`src/rtl/conv_param_pkg.sv`:
```
// conv_param_pkg
// Shared definitions for the convolution parameter sequencer slice:
//   - default geometry / timing constants (DW, K, NF, GAP_CYC)
//   - sequencer state enumeration
//   - helper functions for address-bus width, index widths and the
//     parameter-word address map (K*K weights followed by one bias per filter)
package conv_param_pkg;

    localparam int DEF_DW      = 16;
    localparam int DEF_K       = 3;
    localparam int DEF_NF      = 2;
    localparam int DEF_GAP_CYC = 9;

    typedef enum logic [2:0] {
        ST_IDLE,
        ST_LOAD,
        ST_STREAM,
        ST_GAP,
        ST_DONE
    } seq_state_t;

    // Number of parameter words occupied by one filter (K*K weights + bias).
    function automatic int words_per_filt(input int k);
        return k * k + 1;
    endfunction

    // Total number of parameter words held by the store.
    function automatic int total_words(input int nf, input int k);
        return nf * words_per_filt(k);
    endfunction

    // Width of the parameter word address bus.
    function automatic int calc_aw(input int nf, input int k);
        return (total_words(nf, k) > 1) ? $clog2(total_words(nf, k)) : 1;
    endfunction

    // Width of an index counting 0..n-1, never narrower than one bit.
    function automatic int idx_w(input int n);
        return (n > 1) ? $clog2(n) : 1;
    endfunction

    // Address of weight (f, r, c).
    function automatic int weight_addr(input int f, input int r, input int c, input int k);
        return f * words_per_filt(k) + r * k + c;
    endfunction

    // Address of the bias word of filter f.
    function automatic int bias_addr(input int f, input int k);
        return f * words_per_filt(k) + k * k;
    endfunction

endpackage

```
`src/rtl/conv_param_seq_if.sv`:
```
// conv_param_seq_if
// Bundles the parameter write port, the run controls and the row stream of
// conv_param_seq.
//   master : the controller/consumer side (drives writes, start, loop_en,
//            out_ready; observes the stream and status)
//   slave  : the sequencer side
// Signals:
//   wr_en/wr_addr/wr_data   parameter word write port
//   start, loop_en          run request and continuous-mode select
//   out_ready               downstream accepts the current row
//   out_valid, filt_row,    row stream (column c at filt_row[c*DW +: DW]),
//   bias, filt_idx, row_idx bias of the current filter, current indices
//   last_row, last_filt     end-of-filter / last-filter flags (gated by out_valid)
//   busy, done              sequencer active, one-cycle completion pulse
interface conv_param_seq_if
    import conv_param_pkg::*;
#(
    parameter int DW = DEF_DW,
    parameter int K  = DEF_K,
    parameter int NF = DEF_NF
);
    localparam int AW = calc_aw(NF, K);
    localparam int FW = idx_w(NF);
    localparam int RW = idx_w(K);

    logic              wr_en;
    logic [AW-1:0]     wr_addr;
    logic [DW-1:0]     wr_data;
    logic              start;
    logic              loop_en;
    logic              out_ready;
    logic              out_valid;
    logic [K*DW-1:0]   filt_row;
    logic [DW-1:0]     bias;
    logic [FW-1:0]     filt_idx;
    logic [RW-1:0]     row_idx;
    logic              last_row;
    logic              last_filt;
    logic              busy;
    logic              done;

    modport master (
        output wr_en, wr_addr, wr_data, start, loop_en, out_ready,
        input  out_valid, filt_row, bias, filt_idx, row_idx,
               last_row, last_filt, busy, done
    );

    modport slave (
        input  wr_en, wr_addr, wr_data, start, loop_en, out_ready,
        output out_valid, filt_row, bias, filt_idx, row_idx,
               last_row, last_filt, busy, done
    );

endinterface

```
`src/rtl/conv_param_store.sv`:
```
// conv_param_store
// Register array holding NF filters of K*K signed weights plus one bias each.
// Ports:
//   clk, rst      clock, synchronous active-high reset (clears every word)
//   wr_en         write strobe, already qualified by the sequencer
//   wr_addr       word address; addresses past the last word are ignored
//   wr_data       word to write
//   rd_filt       filter selected for the combinational read
//   rd_row        kernel row selected for the combinational read
//   rd_row_data   K words of the selected row, column c at [c*DW +: DW]
//   rd_bias       bias of the selected filter
module conv_param_store
    import conv_param_pkg::*;
#(
    parameter int DW = DEF_DW,
    parameter int K  = DEF_K,
    parameter int NF = DEF_NF,
    localparam int AW = calc_aw(NF, K),
    localparam int FW = idx_w(NF),
    localparam int RW = idx_w(K)
) (
    input  logic              clk,
    input  logic              rst,
    input  logic              wr_en,
    input  logic [AW-1:0]     wr_addr,
    input  logic [DW-1:0]     wr_data,
    input  logic [FW-1:0]     rd_filt,
    input  logic [RW-1:0]     rd_row,
    output logic [K*DW-1:0]   rd_row_data,
    output logic [DW-1:0]     rd_bias
);

    localparam int NW = total_words(NF, K);

    logic [DW-1:0] mem [NW];

    always_ff @(posedge clk) begin
        if (rst) begin
            for (int i = 0; i < NW; i++) begin
                mem[i] <= '0;
            end
        end else if (wr_en && (int'(wr_addr) < NW)) begin
            mem[wr_addr] <= wr_data;
        end
    end

    always_comb begin
        rd_row_data = '0;
        for (int c = 0; c < K; c++) begin
            rd_row_data[c*DW +: DW] =
                mem[AW'(weight_addr(int'(rd_filt), int'(rd_row), c, K))];
        end
        rd_bias = mem[AW'(bias_addr(int'(rd_filt), K))];
    end

endmodule

```
`src/rtl/conv_param_seq.sv`:
```
// conv_param_seq
// Holds NF convolution filters (K x K weights + bias each) and streams them
// row by row over a valid/ready handshake, with GAP_CYC idle cycles between
// filters and an optional continuous (looping) mode.
// Ports:
//   clk   clock, rising edge
//   rst   synchronous active-high reset; aborts any run, clears all parameters
//   bus   conv_param_seq_if.slave: write port, start/loop_en, row stream,
//         busy/done status
// Timing: start sampled in IDLE -> one LOAD cycle -> first row valid.
// Between filters out_valid stays low for the GAP_CYC gap cycles plus the
// LOAD cycle that fetches the next filter's first row.
module conv_param_seq
    import conv_param_pkg::*;
#(
    parameter int DW      = DEF_DW,
    parameter int K       = DEF_K,
    parameter int NF      = DEF_NF,
    parameter int GAP_CYC = DEF_GAP_CYC
) (
    input  logic             clk,
    input  logic             rst,
    conv_param_seq_if.slave  bus
);

    localparam int AW = calc_aw(NF, K);
    localparam int FW = idx_w(NF);
    localparam int RW = idx_w(K);
    localparam int GW = (GAP_CYC > 1) ? $clog2(GAP_CYC) : 1;

    localparam logic [FW-1:0] LAST_F  = FW'(NF - 1);
    localparam logic [RW-1:0] LAST_R  = RW'(K - 1);
    localparam logic [GW-1:0] GAP_END = GW'(GAP_CYC - 1);

    seq_state_t        state_q, state_n;
    logic [FW-1:0]     filt_q, filt_n;
    logic [RW-1:0]     row_q, row_n;
    logic [GW-1:0]     gap_q, gap_n;
    logic              valid_q, valid_n;
    logic              done_q, done_n;
    logic              load_row;
    logic [K*DW-1:0]   row_data_q;
    logic [DW-1:0]     bias_q;
    logic [K*DW-1:0]   store_row;
    logic [DW-1:0]     store_bias;
    logic              store_wr;

    // Parameters may only change while the sequencer is idle so a run always
    // sees one consistent filter set.
    assign store_wr = bus.wr_en && (state_q == ST_IDLE);

    // The store is read at the indices the sequencer is about to present, so
    // the output row register loads the next row on the accepting edge with
    // no bubble.
    conv_param_store #(
        .DW (DW),
        .K  (K),
        .NF (NF)
    ) u_store (
        .clk         (clk),
        .rst         (rst),
        .wr_en       (store_wr),
        .wr_addr     (bus.wr_addr),
        .wr_data     (bus.wr_data),
        .rd_filt     (filt_n),
        .rd_row      (row_n),
        .rd_row_data (store_row),
        .rd_bias     (store_bias)
    );

    always_comb begin
        state_n  = state_q;
        filt_n   = filt_q;
        row_n    = row_q;
        gap_n    = gap_q;
        valid_n  = valid_q;
        done_n   = 1'b0;
        load_row = 1'b0;

        case (state_q)
            ST_IDLE: begin
                if (bus.start) begin
                    state_n = ST_LOAD;
                    filt_n  = '0;
                    row_n   = '0;
                end
            end

            ST_LOAD: begin
                state_n  = ST_STREAM;
                valid_n  = 1'b1;
                load_row = 1'b1;
            end

            // out_valid is always high here, so out_ready alone marks a handshake.
            ST_STREAM: begin
                if (bus.out_ready) begin
                    if (row_q != LAST_R) begin
                        row_n    = row_q + RW'(1);
                        load_row = 1'b1;
                    end else if ((filt_q != LAST_F) || bus.loop_en) begin
                        valid_n = 1'b0;
                        row_n   = '0;
                        filt_n  = (filt_q == LAST_F) ? '0 : filt_q + FW'(1);
                        gap_n   = '0;
                        state_n = (GAP_CYC == 0) ? ST_LOAD : ST_GAP;
                    end else begin
                        valid_n = 1'b0;
                        done_n  = 1'b1;
                        state_n = ST_DONE;
                    end
                end
            end

            ST_GAP: begin
                if (gap_q == GAP_END) begin
                    state_n = ST_LOAD;
                end else begin
                    gap_n = gap_q + GW'(1);
                end
            end

            ST_DONE: begin
                state_n = ST_IDLE;
            end

            default: begin
                state_n = ST_IDLE;
            end
        endcase
    end

    always_ff @(posedge clk) begin
        if (rst) begin
            state_q    <= ST_IDLE;
            filt_q     <= '0;
            row_q      <= '0;
            gap_q      <= '0;
            valid_q    <= 1'b0;
            done_q     <= 1'b0;
            row_data_q <= '0;
            bias_q     <= '0;
        end else begin
            state_q <= state_n;
            filt_q  <= filt_n;
            row_q   <= row_n;
            gap_q   <= gap_n;
            valid_q <= valid_n;
            done_q  <= done_n;
            if (load_row) begin
                row_data_q <= store_row;
                bias_q     <= store_bias;
            end
        end
    end

    assign bus.out_valid = valid_q;
    assign bus.filt_row  = row_data_q;
    assign bus.bias      = bias_q;
    assign bus.filt_idx  = filt_q;
    assign bus.row_idx   = row_q;
    assign bus.last_row  = valid_q && (row_q == LAST_R);
    assign bus.last_filt = valid_q && (filt_q == LAST_F);
    assign bus.busy      = (state_q != ST_IDLE);
    assign bus.done      = done_q;

endmodule
```
`src/flat_wrapper.sv`:
```
// flat-port wrapper written by rule: the top's interface ports become plain ports
module conv_param_seq_flat import conv_param_pkg::*;
#(
    parameter int DW      = DEF_DW,
    parameter int K       = DEF_K,
    parameter int NF      = DEF_NF,
    parameter int GAP_CYC = DEF_GAP_CYC
)
  (clk, rst, bus_wr_en, bus_wr_addr, bus_wr_data, bus_start, bus_loop_en, bus_out_ready, bus_out_valid, bus_filt_row, bus_bias, bus_filt_idx, bus_row_idx, bus_last_row, bus_last_filt, bus_busy, bus_done);
  conv_param_seq_if #(.DW(DW), .K(K), .NF(NF)) bus_i ();
  input  logic clk;
  input  logic rst;
  input wire logic [$bits(bus_i.wr_en)-1:0] bus_wr_en;
  input wire logic [$bits(bus_i.wr_addr)-1:0] bus_wr_addr;
  input wire logic [$bits(bus_i.wr_data)-1:0] bus_wr_data;
  input wire logic [$bits(bus_i.start)-1:0] bus_start;
  input wire logic [$bits(bus_i.loop_en)-1:0] bus_loop_en;
  input wire logic [$bits(bus_i.out_ready)-1:0] bus_out_ready;
  output wire logic [$bits(bus_i.out_valid)-1:0] bus_out_valid;
  output wire logic [$bits(bus_i.filt_row)-1:0] bus_filt_row;
  output wire logic [$bits(bus_i.bias)-1:0] bus_bias;
  output wire logic [$bits(bus_i.filt_idx)-1:0] bus_filt_idx;
  output wire logic [$bits(bus_i.row_idx)-1:0] bus_row_idx;
  output wire logic [$bits(bus_i.last_row)-1:0] bus_last_row;
  output wire logic [$bits(bus_i.last_filt)-1:0] bus_last_filt;
  output wire logic [$bits(bus_i.busy)-1:0] bus_busy;
  output wire logic [$bits(bus_i.done)-1:0] bus_done;
  assign bus_i.wr_en = bus_wr_en;
  assign bus_i.wr_addr = bus_wr_addr;
  assign bus_i.wr_data = bus_wr_data;
  assign bus_i.start = bus_start;
  assign bus_i.loop_en = bus_loop_en;
  assign bus_i.out_ready = bus_out_ready;
  assign bus_out_valid = bus_i.out_valid;
  assign bus_filt_row = bus_i.filt_row;
  assign bus_bias = bus_i.bias;
  assign bus_filt_idx = bus_i.filt_idx;
  assign bus_row_idx = bus_i.row_idx;
  assign bus_last_row = bus_i.last_row;
  assign bus_last_filt = bus_i.last_filt;
  assign bus_busy = bus_i.busy;
  assign bus_done = bus_i.done;
  conv_param_seq #(.DW(DW), .K(K), .NF(NF), .GAP_CYC(GAP_CYC)) u_core (.clk(clk), .rst(rst), .bus(bus_i));
endmodule
```
`config.mk`:
```
export PLATFORM = sky130hd
export DESIGN_NAME = conv_param_seq_flat
export DESIGN_NICKNAME = d
export VERILOG_FILES = /design/src/rtl/conv_param_pkg.sv /design/src/rtl/conv_param_seq_if.sv /design/src/rtl/conv_param_store.sv /design/src/rtl/conv_param_seq.sv /design/src/flat_wrapper.sv
export SDC_FILE = /design/constraint.sdc
export NUM_CORES = 1
export LEC_CHECK = 0
export ABC_AREA = 1
export CORE_UTILIZATION = 25
export DETAILED_ROUTE_END_ITERATION = 12
export PLACE_DENSITY = 0.44
export RECOVER_POWER = 100
export SKIP_LAST_GASP = 1
export SYNTH_ARGS = -nofsm -noshare
export SYNTH_HDL_FRONTEND = slang
export SYNTH_SLANG_ARGS = --single-unit
export TNS_END_PERCENT = 30
```
`constraint.sdc`:
```
create_clock -name clk -period 5.7 [get_ports clk]
set_input_delay 1.71 -clock clk [delete_from_list [all_inputs] [get_ports clk]]
set_output_delay 1.71 -clock clk [all_outputs]
set_load 0.02 [all_outputs]
```
==> results of run 1 <==
logic make-up after synthesis:
family	Yosys count	share of synthesized area, %
flops	588	47.5
compound gates	132	2.03
xor+xnor	3	0.0738
simple gates	2988	39.7
buf+inv	904	10.4
fa+ha+maj	8	0.323
other cells	1	0.0105
routing by layer:
metal | vias to the layer above | global-route usage (%) | wire (um)
met1 | 16700 | 27.8 | 65800
li1 | 15900 | - | -
met5 | - | 0 | 0
met2 | 1425 | 36.0 | 74500
met3 | 277 | 2.61 | 10100
met4 | 0 | 8.94 | 6400
cell usage in the layout (no fill, tap or decap), drive strengths merged:
master / instances
a31oi: 2
bufinv: 7
conb: 192
clkbuf: 160
nand3: 1832
dlygate4sd3: 90
inv: 504
clkdlybuf4s50: 8
buf: 162
clkinv: 32
clkinvlp: 2
nand2: 655
edfxtp: 512
or2: 3
diode: 3
a211oi: 2
fa: 2
ha: 6
nand3b: 146
nor3b: 2
dfxtp: 76
o21bai: 16
a21oi: 20
nor3: 10
o21ai: 92
nor2: 340
xor2: 3
per-stage QoR:
step / worst slack, ps / std cells
final: 238 / 6769
after detailed placement: -77.9 / 6628
after floorplan: 1060 / 4815
after global placement: -132 / 6628
after CTS: 607 / 6766
after global routing: 199 / 6767
final cells by class:
class / instances / area, um2 / share of cell area [%]
diodes: 3 / 7.51 / 0.0176
clock buffers: 101 / 2180 / 5.13
clock inverters: 37 / 357 / 0.838
inverters: 508 / 1920 / 4.52
multi-input cells: 3323 / 15800 / 37.0
flip-flops and latches: 588 / 16900 / 39.7
well taps: 1890 / 2360 / 5.56
repair buffers: 319 / 3080 / 7.23
sequential cells by signal, indices dropped and copies added, names as in the netlist:
signal,cells
u_core.u_store.mem,512
u_core.bus.filt_row,48
u_core.bus.bias,16
u_core.gap_q,4
u_core.state_q,3
u_core.bus.row_idx,2
u_core.bus.done,1
u_core.bus.filt_idx,1
u_core.bus.out_valid,1
how the worst max path moves through the flow:
stage / startpoint / to / slack (ps)
2_1_floorplan: bus_out_ready / u_core.bus.filt_row[17] / 1060
3_3_place_gp: bus_out_ready / u_core.bus.filt_row[26] / -130
3_5_place_dp: bus_out_ready / u_core.bus.filt_row[26] / -80
4_1_cts: bus_out_ready / u_core.bus.filt_row[26] / 610
5_1_grt: rst / u_core.u_store.mem[10][5] / 200
6_report: bus_out_ready / u_core.bus.filt_row[16] / 240
worst min-delay path, stage by stage, from the launching register on:
cell and delay, ps:
dfxtp_1 330, nand2_1 70, a21oi_1 50
power groups by stage:
stage | sequential (mW) | clock (mW) | combinational [mW]
6_report | 5.49 | 5.02 | 9.38
2_1_floorplan | 5.65 | 0 | 5.36
5_1_grt | 5.53 | 5.27 | 10.1
3_3_place_gp | 5.58 | 0 | 9.41
4_1_cts | 5.49 | 5.12 | 9.41
3_5_place_dp | 5.58 | 0 | 9.38
==> impl_metrics.env, run 1 <==
export IMPL_htree_levels=3
export IMPL_fmax_mhz=183
export IMPL_whs_path_depth=2
export IMPL_holdPathEnd="u_core.bus.out_valid"
export IMPL_initial_core_util_pct=25.2
export IMPL_antenna_found_initial=9
export IMPL_placed_area_um2=40300
export IMPL_peakVddDrop_mv=0.342
export IMPL_slowest_delay_ps=900
export IMPL_tns_ps=0
export IMPL_die_h_um=379
export IMPL_cts_sinks=588
export IMPL_yosys_warnings=0
export IMPL_worstHoldStart="u_core.bus.out_valid"
export IMPL_drc=0
export IMPL_worstReg2RegEnd="u_core.bus.filt_row[16]"
export IMPL_layout_nets=4850
export IMPL_syn_inst=4624
export IMPL_slowest_stage="fa_4"
export IMPL_grt_pass1_vias=32400
export IMPL_crit_arrival_ps=5990
export IMPL_cts_setup_buffers=0
export IMPL_synth_ff_type="edfxtp_1"
export IMPL_die_w_um=379
export IMPL_grt_max_degree=199
export IMPL_avgSynthCellArea_um2=7.70
export IMPL_clk_latency_ps=670
export IMPL_seq_area_frac_synth_pct=47.5
export IMPL_cts_buffers=75
export IMPL_grt_pass1_wl_mm=226
export IMPL_grt_overflow=0
export IMPL_synthToLayoutAreaGrowth_pct=19.6
export IMPL_final_core_util_pct=30.1
export IMPL_io_pin_count=99
export IMPL_startpoint_type="primary input"
export IMPL_reg2regPathDepth=21
export IMPL_maxSlewViolCount=191
export IMPL_clkPwrFrac_pct=25.2
export IMPL_fin_crit_ps=5460
export IMPL_cts_resized=0
export IMPL_rsz0062_at_grt="false"
export IMPL_nFillCells=15200
export IMPL_path_buf_inv=7
export IMPL_path_class="in -> reg"
export IMPL_drt_wl_total_mm=157
export IMPL_synthTopCellsByCount="1832 x nand3_1, 654 x nand2_1, 512 x edfxtp_1"
export IMPL_core_area_um2=141000
export IMPL_dr_first_iter_drc_count=4168
export IMPL_end_kind="flip-flop"
export IMPL_dieArea_um2=144000
export IMPL_grt_use_total_pct=21.5
export IMPL_hold_ws_ps=505
export IMPL_finalSetupViolCount=0
export IMPL_r2r_start="u_core.state_q[1]"
export IMPL_dp_hpwl_mm=102
export IMPL_slew_headroom_pct=-37.2
export IMPL_port_buffers=98
export IMPL_layout_drive_gt1_share_pct=6.28
export IMPL_period_share_pct=95.8
export IMPL_p_sw_share_pct=43.5
export IMPL_p_leak_nw=18.1
export IMPL_violations="capacitance limit, slew limit"
export IMPL_synth_most_common_cell="nand3_1"
export IMPL_cellInternalPower_mw=11.2
export IMPL_status="finished with violations"
export IMPL_drt_wirelength_per_cell_um=23.2
export IMPL_syn_cell_area_um2=35600
export IMPL_critical_path_cell_chain="dlygate4sd3_1 > inv_1 > nor2_1 > inv_1 > or2_2 > nand2_1 > inv_1 > fa_4 > clkbuf_1 > ha_4 > xor2_4 > buf_4 > nand3_1 > nand3_1 > nand3_1 > nand2_1 > clkbuf_1 > a21oi_1"
export IMPL_p_switching_mw=8.65
export IMPL_seq_power_share_pct=27.6
export IMPL_tightestPinTransition_ps=2060
export IMPL_ys_ff_latch=588
export IMPL_synth_cell_types=35
export IMPL_fin_skew_ps=30.4
export IMPL_clk_pin_slew_ps=60
export IMPL_hold_path_class="reg -> reg"
export IMPL_dr_pass1_iters=8
export IMPL_vias_per_cell=5.07
export IMPL_critPathTopFamily="buffers and inverters"
export IMPL_power_density_nw_per_um2=467
export IMPL_regToRegSetupSlack_ps=1000
export IMPL_cts_tree="yes"
export IMPL_cp_max_fo=14
export IMPL_gp_routability_congestion=0.890
export IMPL_crit_required_ps=6220
export IMPL_synth_top_area_share_pct=43.2
export IMPL_yosys_area_top_type="edfxtp_1"
export IMPL_rows=138
export IMPL_hold_buffers=0
export IMPL_ys_top_cells_by_area="edfxtp_1 43%, nand3_1 26%, nand2_1 6.9%"
export IMPL_fin_area_um2=42600
export IMPL_path_depth=18
export IMPL_vias=34300
export IMPL_power_mw=19.9
export IMPL_finalHoldViolations=0
export IMPL_root_buffer="clkbuf_16"
export IMPL_cts_buffer_depth=3
export IMPL_antenna_left=0
export IMPL_async_flop_share_pct=0
export IMPL_drv_cap=10
export IMPL_p_comb_share_pct=47.2
export IMPL_synth_edf_count=512
Note: power is estimated with default switching activity, not from simulation.
==> run 2, diff against run 1 <==
CORE_MARGIN = 4   (was default)
SYNTH_HIERARCHICAL = 1   (was default)
==> impl_metrics.env, run 2 <==
export IMPL_status="finished with violations"
export IMPL_violations="capacitance limit, slew limit"
export IMPL_path_buf_inv=4
export IMPL_rsz0062_at_grt="false"
export IMPL_avgSynthCellArea_um2=7.59
export IMPL_drt_wirelength_per_cell_um=21.9
export IMPL_end_kind="flip-flop"
export IMPL_hold_ws_ps=496
export IMPL_tightestPinTransition_ps=1920
export IMPL_drt_wl_total_mm=142
export IMPL_clkPwrFrac_pct=28.9
export IMPL_finalSetupViolCount=0
export IMPL_grt_overflow=0
export IMPL_core_area_um2=135000
export IMPL_crit_required_ps=5960
export IMPL_synth_most_common_cell="nand2_1"
export IMPL_seq_power_share_pct=31.7
export IMPL_synthToLayoutAreaGrowth_pct=18.9
export IMPL_hold_path_class="reg -> reg"
export IMPL_critical_path_cell_chain="dlygate4sd3_1 > inv_1 > nor2_1 > nand3_1 > nor3_1 > nand2_2 > clkbuf_1 > nand2_1 > clkbuf_2"
export IMPL_place_ws_ps=194
export IMPL_slowest_stage="nor3_1"
export IMPL_regMostFlops="u_core/u_store/mem"
export IMPL_startpoint_type="primary input"
export IMPL_antenna_left=0
export IMPL_fin_ws_ps=414
export IMPL_final_core_util_pct=29.9
export IMPL_io_pin_count=99
export IMPL_grt_pass1_wl_mm=206
export IMPL_fmax_mhz=189
export IMPL_synth_edf_count=512
export IMPL_cellInternalPower_mw=10.5
export IMPL_power_mw=17.4
export IMPL_clk_latency_ps=640
export IMPL_final_cell_mix="1547 x nand2_1, 1304 x nand3_1, 512 x edfxtp_1, 464 x nor2_1, 192 x conb_1"
export IMPL_layout_drive_gt1_share_pct=6.04
export IMPL_dieArea_um2=142000
export IMPL_synth_cell_types=27
export IMPL_maxSlewViolCount=211
export IMPL_period_share_pct=92.7
export IMPL_yosys_warnings=6
export IMPL_place_inst=6362
export IMPL_root_buffer="clkbuf_16"
export IMPL_p_sw_share_pct=40.1
export IMPL_reg2regPathDepth=9
export IMPL_whs_path_depth=2
export IMPL_clk_pin_slew_ps=50
export IMPL_slew_headroom_pct=-28.2
export IMPL_cts_setup_buffers=0
export IMPL_layout_nets=4693
export IMPL_grt_pass1_vias=30300
export IMPL_grt_max_degree=162
export IMPL_cts_buffer_depth=3
export IMPL_tns_ps=0
export IMPL_p_switching_mw=6.99
export IMPL_layout_commonest_cell="nand2_1"
export IMPL_cts_sinks=588
export IMPL_hold_buffers=0
export IMPL_vias_per_cell=4.96
export IMPL_slowest_delay_ps=860
export IMPL_cp_max_fo=17
export IMPL_fin_area_um2=40400
export IMPL_cts_resized=0
export IMPL_dr_first_iter_drc_count=3337
export IMPL_seq_area_frac_synth_pct=49.7
export IMPL_p_leak_nw=17.1
export IMPL_drc=0
export IMPL_nFillCells=14600
export IMPL_synth_ff_type="edfxtp_1"
export IMPL_synth_top_area_share_pct=45.2
export IMPL_htree_levels=3
export IMPL_synthTopCellsByCount="1551 x nand2_1, 1304 x nand3_1, 512 x edfxtp_1"
export IMPL_gp_routability_congestion=0.845
export IMPL_ys_top_cells_by_area="edfxtp_1 45%, nand3_1 19%, nand2_1 17%"
export IMPL_path_class="in -> reg"
export IMPL_fin_crit_ps=5290
export IMPL_path_depth=9
export IMPL_stdcell_count=6500
export IMPL_port_buffers=98
export IMPL_fin_skew_ps=28.3
export IMPL_rows=135
export IMPL_drv_cap=9
export IMPL_critPathTopFamily="simple AND/OR/NAND/NOR gates"
export IMPL_antenna_found_initial=8
export IMPL_yosys_area_top_type="edfxtp_1"
export IMPL_syn_inst=4478
export IMPL_placed_area_um2=38100
export IMPL_syn_cell_area_um2=34000
export IMPL_ys_ff_latch=588
export IMPL_die_h_um=377
export IMPL_initial_core_util_pct=25.1
export IMPL_async_flop_share_pct=0
export IMPL_cts_tree="yes"
export IMPL_finalHoldViolations=0
export IMPL_p_comb_share_pct=39.5
export IMPL_power_density_nw_per_um2=431
export IMPL_crit_arrival_ps=5550
export IMPL_dr_pass1_iters=5
export IMPL_grt_use_total_pct=19.5
export IMPL_die_w_um=377
export IMPL_dp_hpwl_mm=95.4
export IMPL_vias=32200
export IMPL_cts_buffers=76
export IMPL_peakVddDrop_mv=0.233
export IMPL_largest_register_ffs=512
-- run 2: layout make-up --
type / instances / area (um2) / area share (%)
Sequential cell: 588 / 16900 / 41.8
Multi-Input combinational cell: 3635 / 15800 / 39.1
Clock inverter: 32 / 438 / 1.08
Clock buffer: 104 / 2140 / 5.29
Timing Repair Buffer: 264 / 2560 / 6.33
Antenna cell: 2 / 5.00 / 0.0124
Tap cell: 1781 / 2230 / 5.51
Inverter: 94 / 377 / 0.931
-- run 2: routing by layer --
metal / track usage [%] / routed length (um) / vias to the layer above
li1: - / - / 15200
met3: 2.35 / 8590 / 224
met4: 7.07 / 5570 / 0
met5: 0 / 0 / -
met2: 32.9 / 67500 / 1173
met1: 25.7 / 60600 / 15600
-- run 2: power by group through the flow --
stage | Sequential, mW | Clock, mW | Combinational (mW)
2_1_floorplan | 5.61 | 0 | 4.19
3_3_place_gp | 5.62 | 0 | 6.95
3_5_place_dp | 5.61 | 0 | 6.95
4_1_cts | 5.53 | 5.17 | 6.98
5_1_grt | 5.56 | 5.33 | 7.54
6_report | 5.52 | 5.04 | 6.88
-- run 2: path summary, 6_finish.rpt --
check / from / endpoint / slack (ps)
setup / recovery: bus_wr_en / u_core/u_store/mem[6][12] / 410
setup reg to reg: u_core/state_q[0] / u_core/u_store/mem[6][12] / 1410
hold / removal: u_core/bus.out_valid / u_core/bus.out_valid / 500
hold reg to reg: u_core/bus.out_valid / u_core/bus.out_valid / 500
-- run 2: kinds of logic (layout without fill, tap and decap cells) --
| group | Yosys count | count (layout) | synth area share, % |
|---|---|---|---|
| xor gates and xnor gates | 1 | 1 | 0.0258 |
| buffers and inverters | 446 | 494 | 6.04 |
| other | 1 | 194 | 0.0110 |
| and+or+nand+nor | 3419 | 3419 | 43.7 |
| adders and majority gates | 7 | 7 | 0.302 |
| DFF | 588 | 588 | 49.7 |
| AOI/OAI and AO/OA | 16 | 16 | 0.254 |
-- run 2: worst min-delay path: stages, from the launching register on --
cell and delay [ps]:
dfxtp_1 330, nand2_1 70, a21oi_1 50
